$ cat src/rtl/li_expand.sv
// Load-immediate expander: turns a 32-bit constant into the MIPS LUI/ORI pair that rebuilds it.
// Define LI_SHORT_EN to drop the redundant word when either half of the constant is zero.
module li_expand (
    input  logic        clk,
    input  logic        rst,
    input  logic        in_valid,
    output logic        in_ready,
    input  logic [31:0] in_value,
    input  logic [4:0]  in_rt,
    output logic        out_valid,
    input  logic        out_ready,
    output logic [31:0] out_instr,
    output logic        out_last
);

    typedef enum logic [1:0] {
        IDLE,
        EMIT_HI,
        EMIT_LO
    } state_t;

    state_t      state;
    logic [15:0] lo_q;
    logic [4:0]  rt_q;

    function automatic logic [31:0] lui_word(input logic [4:0] rt, input logic [15:0] imm);
        return {6'b001111, 5'd0, rt, imm};
    endfunction

    function automatic logic [31:0] ori_word(input logic [4:0] rs, input logic [4:0] rt,
                                             input logic [15:0] imm);
        return {6'b001101, rs, rt, imm};
    endfunction

    assign in_ready = (state == IDLE);

    // The upper half goes straight into the LUI word at acceptance, so only the
    // lower half needs holding for the ORI word.
    always_ff @(posedge clk or posedge rst) begin
        if (rst) begin
            state     <= IDLE;
            lo_q      <= '0;
            rt_q      <= '0;
            out_valid <= 1'b0;
            out_instr <= '0;
            out_last  <= 1'b0;
        end else begin
            case (state)
                IDLE: begin
                    if (in_valid) begin
                        lo_q      <= in_value[15:0];
                        rt_q      <= in_rt;
                        out_valid <= 1'b1;
`ifdef LI_SHORT_EN
                        if (in_value[31:16] == 16'h0000) begin
                            state     <= EMIT_LO;
                            out_instr <= ori_word(5'd0, in_rt, in_value[15:0]);
                            out_last  <= 1'b1;
                        end else begin
                            state     <= EMIT_HI;
                            out_instr <= lui_word(in_rt, in_value[31:16]);
                            out_last  <= (in_value[15:0] == 16'h0000);
                        end
`else
                        state     <= EMIT_HI;
                        out_instr <= lui_word(in_rt, in_value[31:16]);
                        out_last  <= 1'b0;
`endif
                    end
                end
                EMIT_HI: begin
                    if (out_ready) begin
                        if (out_last) begin
                            state     <= IDLE;
                            out_valid <= 1'b0;
                            out_instr <= '0;
                            out_last  <= 1'b0;
                        end else begin
                            state     <= EMIT_LO;
                            out_instr <= ori_word(rt_q, rt_q, lo_q);
                            out_last  <= 1'b1;
                        end
                    end
                end
                EMIT_LO: begin
                    if (out_ready) begin
                        state     <= IDLE;
                        out_valid <= 1'b0;
                        out_instr <= '0;
                        out_last  <= 1'b0;
                    end
                end
                default: begin
                    state     <= IDLE;
                    out_valid <= 1'b0;
                    out_instr <= '0;
                    out_last  <= 1'b0;
                end
            endcase
        end
    end

endmodule

$ cat config.mk
export PLATFORM = sky130hd
export DESIGN_NAME = li_expand
export DESIGN_NICKNAME = d
export VERILOG_FILES = /design/src/rtl/li_expand.sv
export SDC_FILE = /design/constraint.sdc
export NUM_CORES = 1
export LEC_CHECK = 0
export ABC_AREA = 1
export ABC_CLOCK_PERIOD_IN_PS = 1500
export BUFFER_PORTS_ARGS = -buffer_cell sky130_fd_sc_hd__buf_2
export CELL_PAD_IN_SITES_DETAIL_PLACEMENT = 1
export CELL_PAD_IN_SITES_GLOBAL_PLACEMENT = 1
export CORE_UTILIZATION = 32
export CTS_CLUSTER_DIAMETER = 120
export CTS_CLUSTER_SIZE = 12
export DETAILED_ROUTE_END_ITERATION = 10
export PLACE_DENSITY_LB_ADDON = 0.2
export SLEW_MARGIN = 20
export SYNTH_ARGS = -nofsm -noshare
export SYNTH_HDL_FRONTEND = slang
export SYNTH_SLANG_ARGS = --single-unit
export TNS_END_PERCENT = 1
$ cat constraint.sdc
create_clock -name clk -period 1.5 [get_ports clk]
set_clock_uncertainty 0.1 [all_clocks]
set_input_delay 0.3 -clock clk [delete_from_list [all_inputs] [get_ports clk]]
set_output_delay 0.3 -clock clk [all_outputs]
set_load 0.01 [all_outputs]
==> reports/metrics.yaml <==
final_layout:
  fill_cells: 890
  nNetsFinal: 416
  final_area_um2: 3020
  diodes: 0
  area_growth_pct: 32.6
  drive_above_1_share_pct: 31.1
place:
  gp_congestion: 0.771
  dp_hpwl_um: 4470
  place_area_um2: 2860
  numPortBuffers: 73
logic_synthesis:
  async_flop_share_pct: 100
  synth_area_leaders: "dfrtp_1 56%, nand2_1 25%, nand3_1 2.9%"
  yosys.area.top_type: "dfrtp_1"
  yosys_warnings: 0
  syn_area_per_cell_um2: 7.92
  synth_cells: 288
  ys_top_cells_by_count: "153 x nand2_1, 51 x dfrtp_1, 13 x nand3_1"
  synth_enable_flop_cells: 0
  ys_seq_area_share_pct: 56.0
  synth_ff_type: "dfrtp_1"
  synth_most_common_cell: "nand2_1"
  ys_types: 18
  ys_ff_latch: 51
  yosysTopAreaCellShare_pct: 56.0
  syn-cell-area_um2: 2280
die:
  fp.dieW_um: 86.4
  num_rows: 30
  ioPinCount: 76
  coreArea_um2: 6830
  initial_utilization_pct: 33.4
  dieArea_um2: 7470
  die_h_um: 86.4
detailed_routing:
  drt-vias-per-instance: 4.38
  vias: 2065
  routedWlPerCell_um: 12.6
  drc: 0
  drt_wl_total_um: 5950
  firstDrtPassIters: 4
  drt_iter0_drc: 124
  ant_nets: 0
setup_path:
  path_class: "reg2out"
  end_kind: "output port"
  critPathMaxFanout: 4
  critPathArrivalTime_ns: 1.04
  critPathRequiredTime_ns: 1.10
  crit_path_start_kind: "flop"
grt:
  track_usage_pct: 17.5
  grt_max_degree: 32
  grt_pass1_wl_um: 10000
  grt_pass1_vias: 2049
  overflow: 0
  antenna_found_initial: 0
power_and_ir_drop:
  powerDensity_nw_per_um2: 2100
  report.power.total_uw: 6340
  p_leak_uw: 0.00175
  peakVddDrop_uv: 689
run_status:
  status: "finished clean"
clock_network:
  cts_tree: "yes"
  clock_path_buffers: 2
  numCtsBuffers: 5
  cts.sinks: 51
  h-tree-depth: 2
  root_buffer: "clkbuf_8"
  clock_latency_ns: 0.30
  path_clk_slew_ns: 0.09
sta:
  fin_setup_tns_ns: 0
  finalCritPeriodShare_pct: 96.2
  max_freq_mhz: 693
  finalHoldViolations: 0
  finalSetupViolCount: 0
  min_period_ns: 1.44
  rsz0062_at_grt: "no"
  slew_violations: 0
job:
  drv_cap: 0
hold_path:
  hold_class: "in2reg"
cell type report:
cell class	count	area [um^2]	share of cell area, %
timing repair buffer	96	612	20.2
sequential	51	1280	42.3
clock inverter	3	15.0	0.497
inverter	16	63.8	2.11
multi-input combinational	205	866	28.6
clock buffer	5	68.8	2.28
tap	96	120	3.97
sequential cells by signal (all words and copies together) (netlist names):
signal and flops:
out_valid 1, lo_q 16, out_last 1, state 1, rt_q 5, out_instr 27
repair_timing:
action / CTS / global route
endpoints found under the setup margin: 1 / 27
gates resized for setup: 3 / 8
hold buffers: 1 / 0
endpoints found under the hold margin: 51 / 0
pin swaps: 1 / 1
buffers inserted: 3 / 0
through the flow:
stage | setup WS [ns] | utilization (%) | instances | hold slack [ns]
after global placement | 0.100 | 41.9 | 460 | 0.262
after CTS | 0.0142 | 43.8 | 472 | 0.127
final | 0.0566 | 44.2 | 472 | 0.133
after floorplan | 0.114 | - | 289 | 0.249
after detailed placement | 0.0482 | 41.9 | 460 | 0.272
after global routing | 0.0138 | 44.2 | 472 | 0.140
power breakdown:
group / internal (uW) / switching, uW
combinational: 1350 / 1880
clock: 320 / 452
sequential: 2010 / 322
total: 3680 / 2660
logic make-up after synthesis:
family	after synthesis	synth area share (%)
AO/OA/AOI/OAI	21	4.61
AND/OR/NAND/NOR	182	32.2
flip-flops	51	56.0
buffers and inverters	33	7.08
other	1	0.164
final timing paths:
| check | startpoint | end | slack, ns | depth (start not counted) |
|---|---|---|---|---|
| setup reg to reg | state[0] | out_instr[28] | 0.09 | 8 |
| hold / removal | in_value[7] | lo_q[7] | 0.13 | 3 |
| max in group asynchronous | rst | rt_q[3] | 0.62 | 4 |
| min in group asynchronous | rst | lo_q[8] | 0.49 | 4 |
| setup / recovery | out_last | out_last | 0.06 | 2 |
| hold reg to reg | out_instr[22] | out_instr[22] | 0.37 | 2 |
worst max-delay path, cell delays in order, from the launching register on:
cell     delay [ns]
dfrtp_2        0.43
buf_4          0.16
buf_2          0.15
metal layers:
layer,global-route usage (%),vias to the layer above,wire [um]
li1,-,1056,-
met1,23.7,951,2820
met2,28.2,50,2810
met3,3.52,8,238
met4,5.61,0,93
met5,0,-,0
cells in the final DEF, fill, tap and decap left out, types with 5 or more instances in the layout:
cell type  instances
a21oi_1            5
buf_2             72
buf_4             15
clkbuf_8           5
dfrtp_1           50
inv_1             11
nand2_1          152
nand3_1           12
nand4_1            5
nor2_1             5
o21ai_0           11
o21ai_1            5
Power figures use the tool's default switching activity.
